[src/rtl/mpmc9_resv_table.sv]
// LR/SC reservation table for the mpmc9 controller: tracks NAR line reservations and answers SC requests.
// Optional reservation aging is compiled in with `define MPMC9_RESV_TIMEOUT_EN (lifetime TMO clocks).
module mpmc9_resv_table #(
    parameter int NAR = 2,
    parameter int TMO = 255
) (
    input  logic                  clk,
    input  logic                  rst_n,
    input  logic                  req_valid,
    output logic                  req_ready,
    input  logic [3:0]            req_ch,
    input  logic [1:0]            req_op,
    input  logic [31:0]           req_adr,
    output logic                  rsp_valid,
    output logic                  rsp_ok,
    output logic [NAR-1:0][3:0]   resv_ch,
    output logic [NAR-1:0][31:0]  resv_adr
);

    localparam int VPW = (NAR > 1) ? $clog2(NAR) : 1;
    localparam logic [3:0] CH_EMPTY = 4'hF;

    typedef enum logic [1:0] {OP_RD = 2'b00, OP_LR = 2'b01, OP_WR = 2'b10, OP_SC = 2'b11} op_e;

    if (NAR < 1 || NAR > 8 || TMO < 1 || TMO > 65535) begin : g_bad_param
        $error("mpmc9_resv_table: NAR must be 1..8 and TMO 1..65535");
    end

    // Only the line granule is stored; the low nibble of the output is constant zero.
    logic [NAR-1:0][3:0]  ch_q,  ch_d;
    logic [NAR-1:0][27:0] adr_q, adr_d;
    logic [VPW-1:0]       vp_q,  vp_d;
    logic                 ready_q;
    logic                 rsp_valid_q, rsp_valid_d;
    logic                 rsp_ok_q,    rsp_ok_d;
`ifdef MPMC9_RESV_TIMEOUT_EN
    localparam logic [15:0] TMO_AGE = 16'(TMO);
    logic [NAR-1:0][15:0] age_q, age_d;
`endif

    logic           accept;
    logic [NAR-1:0] match, own, empty;
    logic           sc_ok, lr_has_own, lr_has_empty;
    logic [VPW-1:0] lr_idx;
    logic           unused_adr_lsb;

    assign accept         = req_valid & ready_q;
    assign unused_adr_lsb = ^req_adr[3:0];

    always_comb begin
        for (int n = 0; n < NAR; n++) begin
            empty[n] = (ch_q[n] == CH_EMPTY);
            match[n] = !empty[n] && (adr_q[n] == req_adr[31:4]);
            own[n]   = !empty[n] && (ch_q[n] == req_ch);
        end
    end

    assign sc_ok        = |(match & own);
    assign lr_has_own   = |own;
    assign lr_has_empty = |empty;

    // LR target priority: the channel's own entry, then the lowest empty entry, then the victim.
    always_comb begin
        lr_idx = vp_q;
        if (lr_has_own) begin
            for (int n = 0; n < NAR; n++)
                if (own[n]) lr_idx = VPW'(n);
        end else if (lr_has_empty) begin
            for (int n = NAR - 1; n >= 0; n--)
                if (empty[n]) lr_idx = VPW'(n);
        end
    end

    // NOTE: every signal driven here gets a default first, so no path can infer a latch.
    always_comb begin
        ch_d        = ch_q;
        adr_d       = adr_q;
        vp_d        = vp_q;
        rsp_valid_d = 1'b0;
        rsp_ok_d    = rsp_ok_q;
`ifdef MPMC9_RESV_TIMEOUT_EN
        age_d = age_q;
        for (int n = 0; n < NAR; n++) begin
            if (!empty[n]) begin
                if (age_q[n] == TMO_AGE) begin
                    ch_d[n]  = CH_EMPTY;
                    adr_d[n] = '0;
                    age_d[n] = '0;
                end else begin
                    age_d[n] = age_q[n] + 16'd1;
                end
            end
        end
`endif
        // Request effects come after aging so an LR to an expiring entry wins.
        if (accept) begin
            case (op_e'(req_op))
                OP_LR: begin
                    ch_d[lr_idx]  = req_ch;
                    adr_d[lr_idx] = req_adr[31:4];
`ifdef MPMC9_RESV_TIMEOUT_EN
                    age_d[lr_idx] = '0;
`endif
                    if (!lr_has_own && !lr_has_empty)
                        vp_d = (vp_q == VPW'(NAR - 1)) ? '0 : vp_q + VPW'(1);
                end
                OP_WR: begin
                    for (int n = 0; n < NAR; n++) begin
                        if (match[n]) begin
                            ch_d[n]  = CH_EMPTY;
                            adr_d[n] = '0;
                        end
                    end
                end
                OP_SC: begin
                    rsp_valid_d = 1'b1;
                    rsp_ok_d    = sc_ok;
                    for (int n = 0; n < NAR; n++) begin
                        if (own[n] || (sc_ok && match[n])) begin
                            ch_d[n]  = CH_EMPTY;
                            adr_d[n] = '0;
                        end
                    end
                end
                default: ;
            endcase
        end
    end

    // NOTE: the table is a handful of flops, so it is reset directly to the empty state.
    always_ff @(posedge clk or negedge rst_n) begin
        if (!rst_n) begin
            ch_q        <= {NAR{CH_EMPTY}};
            adr_q       <= '0;
            vp_q        <= '0;
            ready_q     <= 1'b0;
            rsp_valid_q <= 1'b0;
            rsp_ok_q    <= 1'b0;
`ifdef MPMC9_RESV_TIMEOUT_EN
            age_q       <= '0;
`endif
        end else begin
            ch_q        <= ch_d;
            adr_q       <= adr_d;
            vp_q        <= vp_d;
            ready_q     <= 1'b1;
            rsp_valid_q <= rsp_valid_d;
            rsp_ok_q    <= rsp_ok_d;
`ifdef MPMC9_RESV_TIMEOUT_EN
            age_q       <= age_d;
`endif
        end
    end

    assign req_ready = ready_q;
    assign rsp_valid = rsp_valid_q;
    assign rsp_ok    = rsp_ok_q;

    always_comb begin
        resv_ch = ch_q;
        for (int n = 0; n < NAR; n++)
            resv_adr[n] = {adr_q[n], 4'h0};
    end

endmodule

[config.mk]
export PLATFORM = sky130hd
export DESIGN_NAME = mpmc9_resv_table
export DESIGN_NICKNAME = d
export VERILOG_FILES = /design/src/rtl/mpmc9_resv_table.sv
export SDC_FILE = /design/constraint.sdc
export NUM_CORES = 1
export LEC_CHECK = 0
export CAP_MARGIN = 20
export CORE_MARGIN = 2
export CORE_UTILIZATION = 52
export DETAILED_ROUTE_END_ITERATION = 8
export GPL_TIMING_DRIVEN = 0
export HOLD_SLACK_MARGIN = 0.08
export MAX_ROUTING_LAYER = met4
export PLACE_DENSITY = 0.86
export SLEW_MARGIN = 20
export SYNTH_ARGS = -nofsm -noshare
export SYNTH_HDL_FRONTEND = slang
export SYNTH_SLANG_ARGS = --single-unit
[constraint.sdc]
create_clock -name clk -period 4.3 [get_ports clk]
set_clock_uncertainty 0.05 [all_clocks]
set_input_delay 0.86 -clock clk [delete_from_list [all_inputs] [get_ports clk]]
set_output_delay 0.86 -clock clk [all_outputs]
set_load 0.02 [all_outputs]
==> impl_metrics.csv, run 1 <==
group,metric,value,unit
floorplanning,rows,32,
synth,ys_seq_area_share,41.8,%
placed_design,io_buffers,75,
placed_design,gp_congestion,0.883,
synth,syn_inst,451,
clock_network,htreeDepth,3,
routing,via_count,4062,
setup_path,cp.buffers_inverters,2,
floorplanning,die_area,8590,um2
power,ir_drop,0.399,mV
setup_path,r2r-start,"resv_adr[43]",
grt,grt_max_degree,45,
floorplanning,core-area,7690,um2
routing,avgViaCountPerCell,6.23,
hold_path,worstHoldPathType,"in -> async",
setup_path,crit_chain,"clkdlybuf4s50_1, xor2_1, nor4_2, a22oi_2, nor2_1, clkbuf_1, a21oi_1, a31oi_1",
placed_design,dp_slack,0.875,ns
grt,antenna_found_initial,0,
power,combPwrFrac,52.9,%
clock_network,cts_resized,0,
placed_design,dpl.hpwl,8960,um
sta,final.setup.worst_slack,1.16,ns
sta,maxSlewHeadroom,64.1,%
sta,period_share,73.0,%
setup_path,cp.arrival,3.34,ns
setup_path,startpoint_type,"input pin",
floorplanning,die_x,92.7,um
power,p_leak,2.20,nW
routing,wl_per_cell,19.1,um
setup_path,crit_required,4.50,ns
synth,synth_area,4090,um2
setup_path,max_stage_delay,0.54,ns
clock_network,holdBufCountCts,0,
synth,avgSynthCellArea,9.07,um2
sta,final_max_slew_viol_count,0,
sta,max_freq,319,MHz
setup_path,path_class,"in -> reg",
clock_network,numCtsBuffers,9,
grt,grt_pass1_vias,3812,
power,p_per_area,730,nW/um2
grt,grt_pass1_wl,19600,um
setup_path,cp_top_family,"buffers and inverters",
setup_path,cp_max_fo,10,
layout,area_delta_synth_final,27.2,%
clock_network,cts_max_path_buffers,2,
clock_network,cts_root_buffer,"clkbuf_8",
setup_path,setup.worst_path.start,"req_ch[3]",
status,status,"finished, final reports clean",
layout,drive_above_1_share,12.5,%
routing,first_pass_iters,6,
layout,nets,586,
power,switching_share,43.7,%
setup_path,worst_path_max_delay_cell,"clkdlybuf4s50_1",
layout,multi_input_area,2030,um2
routing,drt_iter0_drc,405,
sta,hold_viol,0,
floorplanning,pin_count,116,
power,seq_power_share,33.6,%
run,cap_violations,0,
layout,regArea,1710,um2
sta,rsz0062_at_grt,"false",
clock_network,cts.sinks,68,
clock_network,path_clk_slew,0.07,ns
setup_path,endpoint_kind,"register",
grt,overflow,0,
sta,tns,0,ns
grt,grt_usage,30.1,%
layout,antennaDiodeCount,0,
synth,yosys_warnings,0,
power,pwr-share-clk,13.5,%
layout,n_fill_cell,642,
clock_network,clk_latency,0.35,ns
synth,yosys_register_bits,68,
power,p_sw,0.00166,W
clock_network,post_cts_buffers,0,
power,internal_power,0.00214,W
routing,drc,0,
routing,antenna_left,0,
routing,wl,12500,um
floorplanning,start_util,53.2,%
sta,setup_viol,0,
sta,finalCriticalPeriod,3.14,ns
clock_network,cts_tree,"built",
synth,ys_types,38,
floorplanning,die_y,92.7,um
sta,worstMarginPinSlew,0.539,ns
-- layout by cell type, fill, tap and decap left out, types with 7 or more instances in the layout --
| cell | n |
|---|---|
| buf_2 | 17 |
| xor2_1 | 35 |
| a31oi_1 | 56 |
| buf_4 | 11 |
| xnor2_1 | 30 |
| clkdlybuf4s50_1 | 74 |
| conb_1 | 9 |
| buf_6 | 7 |
| clkbuf_8 | 13 |
| a21oi_1 | 114 |
| nand4_1 | 9 |
| o21ai_0 | 8 |
| clkbuf_1 | 29 |
| nor2_1 | 11 |
| nor4_1 | 8 |
| dfstp_2 | 8 |
| dfrtp_1 | 60 |
-- layer usage --
layer  GRT usage (%)  vias up  part of all wire, %
met5               -        -                    0
met4            12.9        0                  3.1
met3            5.78       33                  9.6
met2            46.1      262                   47
met1            39.6     1959                   41
li1                -     1808                    -
-- final timing paths --
| path | to | slack (ns) | cells after the start |
|---|---|---|---|
| worst min register to register | vp_q | 0.42 | 1 |
| worst max register to register | resv_adr[43] | 1.67 | 7 |
| max in group asynchronous | resv_ch[3] | 3.22 | 2 |
| worst max-delay path | resv_adr[49] | 1.16 | 8 |
| min in group clk | vp_q | 0.42 | 1 |
| worst min-delay path | resv_adr[48] | 0.37 | 1 |
-- metrics by stage --
stage	hold slack [ns]	cells	total power (W)	cell area, um2	util [%]
6_report	0.370	652	0.00380	5200	67.7
5_1_grt	0.383	652	0.00398	5200	67.7
4_1_cts	0.380	652	0.00377	5200	67.7
3_5_place_dp	0.408	636	0.00326	5010	65.2
3_3_place_gp	0.398	635	0.00320	4990	65.0
2_1_floorplan	0.383	458	0.00237	4120	-
-- Yosys cell counts --
master    number  area share [%]
nor3_1         4            0.49
dfrtp_1       60              37
a31o_1         2            0.43
conb_1         2            0.18
a311oi_1       1            0.21
o211ai_1       4            0.73
a22oi_1        1            0.18
nor4_1         8             1.2
nand2b_1       1            0.15
inv_1          3            0.28
a311o_2        1            0.28
nor4_4         1            0.52
buf_2         17             2.1
a21oi_1      114              14
a311o_1        2            0.49
a22oi_2        1            0.31
and4_1         3            0.64
a41oi_1        1            0.21
nand4_1        9             1.4
buf_4         10             1.8
a21o_1         1            0.18
a31oi_1       56             8.6
xnor2_1       30             6.4
nor4b_1        1            0.21
nor2_1        11             1.0
clkbuf_2       5            0.61
nand3_1        2            0.24
a221oi_1       1            0.21
nand2_1        3            0.28
nor4_2         1            0.31
xor2_1        35             7.5
and2_1         4            0.61
buf_6          7             1.9
dfstp_2        8             5.1
a31o_2         2            0.43
nor2b_1        4            0.61
o21ai_0        8            0.98
clkbuf_1      27             2.5
-- logic make-up (layout without fill, tap and decap cells) --
logic type | Yosys count | count (layout) | synth area share (%)
other | 2 | 9 | 0.184
AOI/OAI and AO/OA | 195 | 195 | 27.2
and+or+nand+nor | 52 | 52 | 7.68
buffers and inverters | 69 | 161 | 9.21
DFF | 68 | 68 | 41.8
xor gates and xnor gates | 65 | 65 | 13.9
-- cell type report --
cell class / instances / share of cell area, %
inverter: 3 / 0.216
sequential: 68 / 32.9
buffer: 66 / 7.02
multi-input combinational: 321 / 39.0
timing repair buffer: 76 / 14.8
clock inverter: 1 / 0.0962
tap: 102 / 2.45
clock buffer: 15 / 3.58
-- power by group through the flow --
stage	Sequential [W]	Combinational, W	Clock, W
global placement	0.00126	0.00194	0
finish	0.00128	0.00201	0.000511
global route	0.00131	0.00214	0.000538
floorplan	0.00156	0.000814	0
CTS	0.00127	0.00200	0.000509
detailed placement	0.00127	0.00199	0
-- flip-flops by register name, summed over array words and instances, names as in the netlist --
register,cells
rsp_valid,1
vp_q,1
req_ready,1
resv_ch,8
resv_adr,56
rsp_ok,1
-- worst reg2reg max path, stage by stage, from the launching register on --
cell and delay (ns):
dfrtp_1 0.41, xor2_1 0.18, nor4_1 0.39, nand4_1 0.28
nor4_4 0.48, a21o_1 0.31, buf_2 0.28, a31oi_1 0.12
(Power assumes the default switching activity.)
==> run 2: changes to the inputs <==
--- a/config.mk
+++ b/config.mk
@@ -7,12 +7,12 @@
 export LEC_CHECK = 0
 export CAP_MARGIN = 20
 export CORE_MARGIN = 2
-export CORE_UTILIZATION = 52
+export CORE_UTILIZATION = 48
 export DETAILED_ROUTE_END_ITERATION = 8
 export GPL_TIMING_DRIVEN = 0
 export HOLD_SLACK_MARGIN = 0.08
 export MAX_ROUTING_LAYER = met4
-export PLACE_DENSITY = 0.86
+export PLACE_DENSITY = 0.8
 export SLEW_MARGIN = 20
 export SYNTH_ARGS = -nofsm -noshare
 export SYNTH_HDL_FRONTEND = slang
==> constraint.sdc (replaced) <==
create_clock -name clk -period 3.05 [get_ports clk]
set_clock_uncertainty 0.05 [all_clocks]
set_input_delay 0.61 -clock clk [delete_from_list [all_inputs] [get_ports clk]]
set_output_delay 0.61 -clock clk [all_outputs]
set_load 0.02 [all_outputs]
==> run 2 against run 1 <==
Compared with the run above: sequential cell count unchanged; largest power group unchanged; worst setup slack worse by 0.92 ns; critical endpoint is now resv_adr[62]; largest cell class unchanged; via count down 1.8%; critical path type unchanged.
==> impl_metrics.csv, run 2 (synthesis gave the netlist of run 1 again) <==
group,metric,value,unit
routing,first_pass_iters,5,
setup_path,startpoint_type,"input pin",
setup_path,setup.worst_path.start,"req_ch[3]",
hold_path,worstHoldPathType,"in -> async",
status,status,"finished, final reports clean",
floorplanning,pin_count,116,
placed_design,placed_area,5020,um2
grt,antenna_found_initial,0,
sta,rsz0062_at_grt,"false",
grt,grt_pass1_wl,19400,um
clock_network,cts.sinks,68,
sta,setup_viol,0,
sta,finalCriticalPeriod,2.81,ns
sta,maxSlewHeadroom,62.2,%
placed_design,io_buffers,75,
floorplanning,rows,33,
sta,final.setup.worst_slack,0.244,ns
setup_path,path_class,"in -> reg",
setup_path,cp_max_fo,10,
layout,final_cell_mix,"a21oi_1, clkdlybuf4s50_1, dfrtp_1",
clock_network,cts_tree,"built",
layout,largest_register_ffs,56,
setup_path,crit_required,3.28,ns
layout,fin_util,63.8,%
clock_network,htreeDepth,3,
floorplanning,core-area,8260,um2
floorplanning,die_x,96.3,um
setup_path,cp.arrival,3.04,ns
clock_network,cts_max_path_buffers,2,
clock_network,path_clk_slew,0.08,ns
floorplanning,start_util,49.5,%
routing,via_count,3989,
floorplanning,die_y,96.3,um
placed_design,dpl.hpwl,9030,um
layout,drive_above_1_share,12.9,%
clock_network,cts_resized,0,
floorplanning,die_area,9280,um2
routing,antenna_left,0,
layout,mostFrequentLayoutCell,"a21oi_1",
placed_design,dp_slack,-0.103,ns
clock_network,holdBufCountCts,0,
setup_path,endpoint_kind,"register",
routing,wl,12400,um
routing,drc,0,
layout,area_delta_synth_final,28.7,%
setup_path,r2r-start,"resv_adr[43]",
clock_network,cts_root_buffer,"clkbuf_8",
layout,antennaDiodeCount,0,
grt,overflow,0,
clock_network,post_cts_buffers,0,
routing,avgViaCountPerCell,6.09,
sta,max_freq,356,MHz
sta,period_share,92.0,%
power,p_per_area,1060,nW/um2
grt,grt_usage,28.8,%
layout,stdcell_area,5270,um2
sta,worstMarginPinSlew,0.567,ns
run,cap_violations,0,
power,ir_drop,0.629,mV
placed_design,gp_congestion,0.930,
power,p_leak,2.23,nW
clock_network,clk_latency,0.36,ns
sta,hold_viol,0,
sta,final_max_slew_viol_count,0,
setup_path,reg2reg_slack,0.41,ns
clock_network,numCtsBuffers,9,
grt,grt_max_degree,40,
grt,grt_pass1_vias,3682,
layout,nets,586,
routing,drt_iter0_drc,486,
routing,wl_per_cell,19.0,um
run 2: changes by cell type in the layout (fill, tap and decap cells not counted):
cell / before / now
clkbuf_1: 29 / 27
clkinv_4: 0 / 1
bufinv_16: 0 / 3
clkinvlp_4: 0 / 1
clkbuf_8: 13 / 10
run 2: layout make-up:
class | instances | area, um2
buffer | 66 | 365
tap | 105 | 131
clock buffer | 10 | 138
clock inverter | 6 | 111
sequential | 68 | 1710
timing repair buffer | 76 | 768
inverter | 3 | 11.3
fill | 690 | 2990
multi-input combinational | 321 | 2030
run 2: worst paths after layout:
path | endpoint | cells after the start
setup / recovery | resv_adr[62] | 9
hold / removal | resv_adr[41] | 1
setup reg to reg | resv_adr[43] | 7
hold reg to reg | vp_q | 1
max in group asynchronous | resv_adr[5] | 2
min in group clk | vp_q | 1
run 2: per-layer routing:
metal / up-vias / part of all wire, % / GRT usage, %
met5: - / 0 / -
met4: 0 / 2.3 / 12.3
met3: 24 / 9.9 / 5.40
met2: 250 / 46 / 41.8
met1: 1906 / 42 / 39.6
li1: 1809 / - / -
run 2: stage by stage:
stage	setup TNS [ns]	hold WS (ns)	total power [W]	std cells
4_1_cts	0	0.133	0.00553	655
3_3_place_gp	-62.39	0.396	0.00452	638
5_1_grt	0	0.144	0.00586	655
6_report	0	0.121	0.00557	655
3_5_place_dp	-1.76	0.406	0.00460	639
2_1_floorplan	0	0.264	0.00334	458
run 2: power by group:
group / total (W) / internal (W) / switching [W]
clock: 0.000937 / 0.000565 / 0.000372
sequential: 0.00180 / 0.00134 / 0.000462
combinational: 0.00283 / 0.00129 / 0.00154
total: 0.00557 / 0.00320 / 0.00237
run 2: critical path: stages:
cell and delay [ns]:
clkdlybuf4s50_1 0.54, xor2_1 0.20, nor4_2 0.44, a22oi_2 0.23, nor2_1 0.16, buf_2 0.25, buf_2 0.29, a21oi_1 0.12
a31oi_1 0.19
==> run 3: changes to the inputs <==
--- a/config.mk
+++ b/config.mk
@@ -7,12 +7,12 @@
 export LEC_CHECK = 0
 export CAP_MARGIN = 20
 export CORE_MARGIN = 2
-export CORE_UTILIZATION = 48
+export CORE_UTILIZATION = 40
 export DETAILED_ROUTE_END_ITERATION = 8
 export GPL_TIMING_DRIVEN = 0
 export HOLD_SLACK_MARGIN = 0.08
 export MAX_ROUTING_LAYER = met4
-export PLACE_DENSITY = 0.8
+export PLACE_DENSITY = 0.69
 export SLEW_MARGIN = 20
 export SYNTH_ARGS = -nofsm -noshare
 export SYNTH_HDL_FRONTEND = slang
==> run 3 against run 2 <==
Compared with the run above: sequential cell count unchanged; non-clock buffer count increased by 2; worst setup slack about the same; core utilization decreased by 10 points; via count increased by 0.18%; clock power decreased by 9.0%; total power decreased by 0.93%; register-to-register slack improved by 0.04 ns; count of clock-buffer cells in the layout decreased by 1; routed wire length increased by 3.7%.
==> impl_metrics.csv, run 3 (synthesis gave the netlist of run 1 again) <==
group,metric,value,unit
setup_path,cp_max_fo,10,
sta,maxSlewHeadroom,61.5,%
routing,avgViaCountPerCell,5.83,
layout,fin_util,53.7,%
grt,grt_pass1_vias,3729,
layout,mostFrequentLayoutCell,"a21oi_1",
setup_path,r2r-start,"resv_adr[16]",
placed_design,io_buffers,75,
clock_network,holdBufCountCts,0,
setup_path,path_class,"in -> reg",
power,p_leak,2.23,nW
grt,grt_usage,24.0,%
grt,grt_max_degree,48,
clock_network,numCtsBuffers,9,
clock_network,cts_tree,"built",
grt,grt_pass1_wl,20100,um
sta,rsz0062_at_grt,"false",
sta,period_share,92.0,%
clock_network,cts_max_path_buffers,2,
sta,hold_slack,0.111,ns
sta,setup_viol,0,
floorplanning,die_y,105,um
routing,drc,0,
routing,wl,12900,um
status,status,"finished, final reports clean",
setup_path,reg2reg_slack,0.45,ns
grt,antenna_found_initial,0,
clock_network,cts.sinks,68,
sta,tns,0,ns
routing,via_count,3996,
clock_network,clk_latency,0.35,ns
layout,drive_above_1_share,13.2,%
layout,antennaDiodeCount,0,
hold_path,worstHoldPathType,"in -> async",
floorplanning,rows,36,
floorplanning,die_area,11100,um2
sta,hold_viol,0,
layout,final_cell_mix,"a21oi_1, clkdlybuf4s50_1, dfrtp_1",
layout,nets,588,
sta,max_freq,356,MHz
clock_network,path_clk_slew,0.08,ns
routing,antenna_left,0,
floorplanning,die_x,105,um
routing,drt_iter0_drc,381,
power,ir_drop,0.464,mV
clock_network,htreeDepth,3,
routing,wl_per_cell,18.8,um
floorplanning,pin_count,116,
placed_design,gp_congestion,0.879,
routing,first_pass_iters,7,
floorplanning,start_util,41.5,%
power,p_per_area,1040,nW/um2
setup_path,endpoint_kind,"register",
setup_path,startpoint_type,"input pin",
setup_path,cp.arrival,3.02,ns
setup_path,crit_required,3.26,ns
setup_path,rr_worst_depth,6,
clock_network,cts_root_buffer,"clkbuf_8",
floorplanning,core-area,9860,um2
setup_path,r2r-end,"resv_adr[7]",
placed_design,dpl.hpwl,9360,um
clock_network,cts_resized,0,
sta,finalCriticalPeriod,2.81,ns
layout,area_delta_synth_final,29.5,%
grt,overflow,0,
layout,largest_register_ffs,56,
sta,final_max_slew_viol_count,0,
sta,worstMarginPinSlew,0.577,ns
clock_network,post_cts_buffers,0,
run,cap_violations,0,
==> run 3: layout make-up <==
cell class	count	area, um2
inverters	3	11.3
well taps	133	166
fillers	916	4570
clock buffers	9	124
plain buffers	66	365
multi-input cells	321	2030
flip-flops and latches	68	1710
clock inverters	7	100
repair buffers	78	791
==> run 3: metal layers <==
layer | wire [um] | up-vias | GRT usage [%]
met5 | 0 | - | -
met3 | 1080 | 32 | 3.62
met4 | 340 | 0 | 8.86
li1 | - | 1818 | -
met2 | 5950 | 224 | 35.3
met1 | 5530 | 1922 | 33.5
==> run 3: per-stage QoR <==
step                worst slack [ns]  cells  instance area (um2)  power (W)
floorplan                      0.630    458                 4120    0.00334
global placement               -1.11    666                 5030    0.00456
detailed placement            -0.151    667                 5060    0.00461
CTS                            0.187    683                 5280    0.00547
global route                  0.0371    685                 5300    0.00583
finish                         0.245    685                 5300    0.00552
==> run 3: worst max-delay path: stages <==
cell and delay, ns:
clkdlybuf4s50_1 0.53, xor2_1 0.20, nor4_2 0.43, a22oi_2 0.20, nor2_1 0.17, buf_2 0.28
buf_2 0.29, a21oi_1 0.10, a31oi_1 0.20
==> run 3: how the worst max path moves through the flow <==
stage / slack, ns / to / start
2_1_floorplan: 0.63 / resv_adr[10] / req_adr[15]
3_3_place_gp: -1.11 / resv_adr[7] / rst_n
3_5_place_dp: -0.15 / resv_adr[23] / req_ch[0]
4_1_cts: 0.19 / resv_adr[23] / req_ch[0]
5_1_grt: 0.04 / resv_adr[55] / req_ch[2]
6_report: 0.24 / resv_adr[63] / req_ch[2]
==> run 3: power by group <==
part           total (W)  switching [W]  internal (W)
registers        0.00179       0.000451       0.00134
clock network   0.000853       0.000387      0.000466
logic            0.00288        0.00154       0.00133
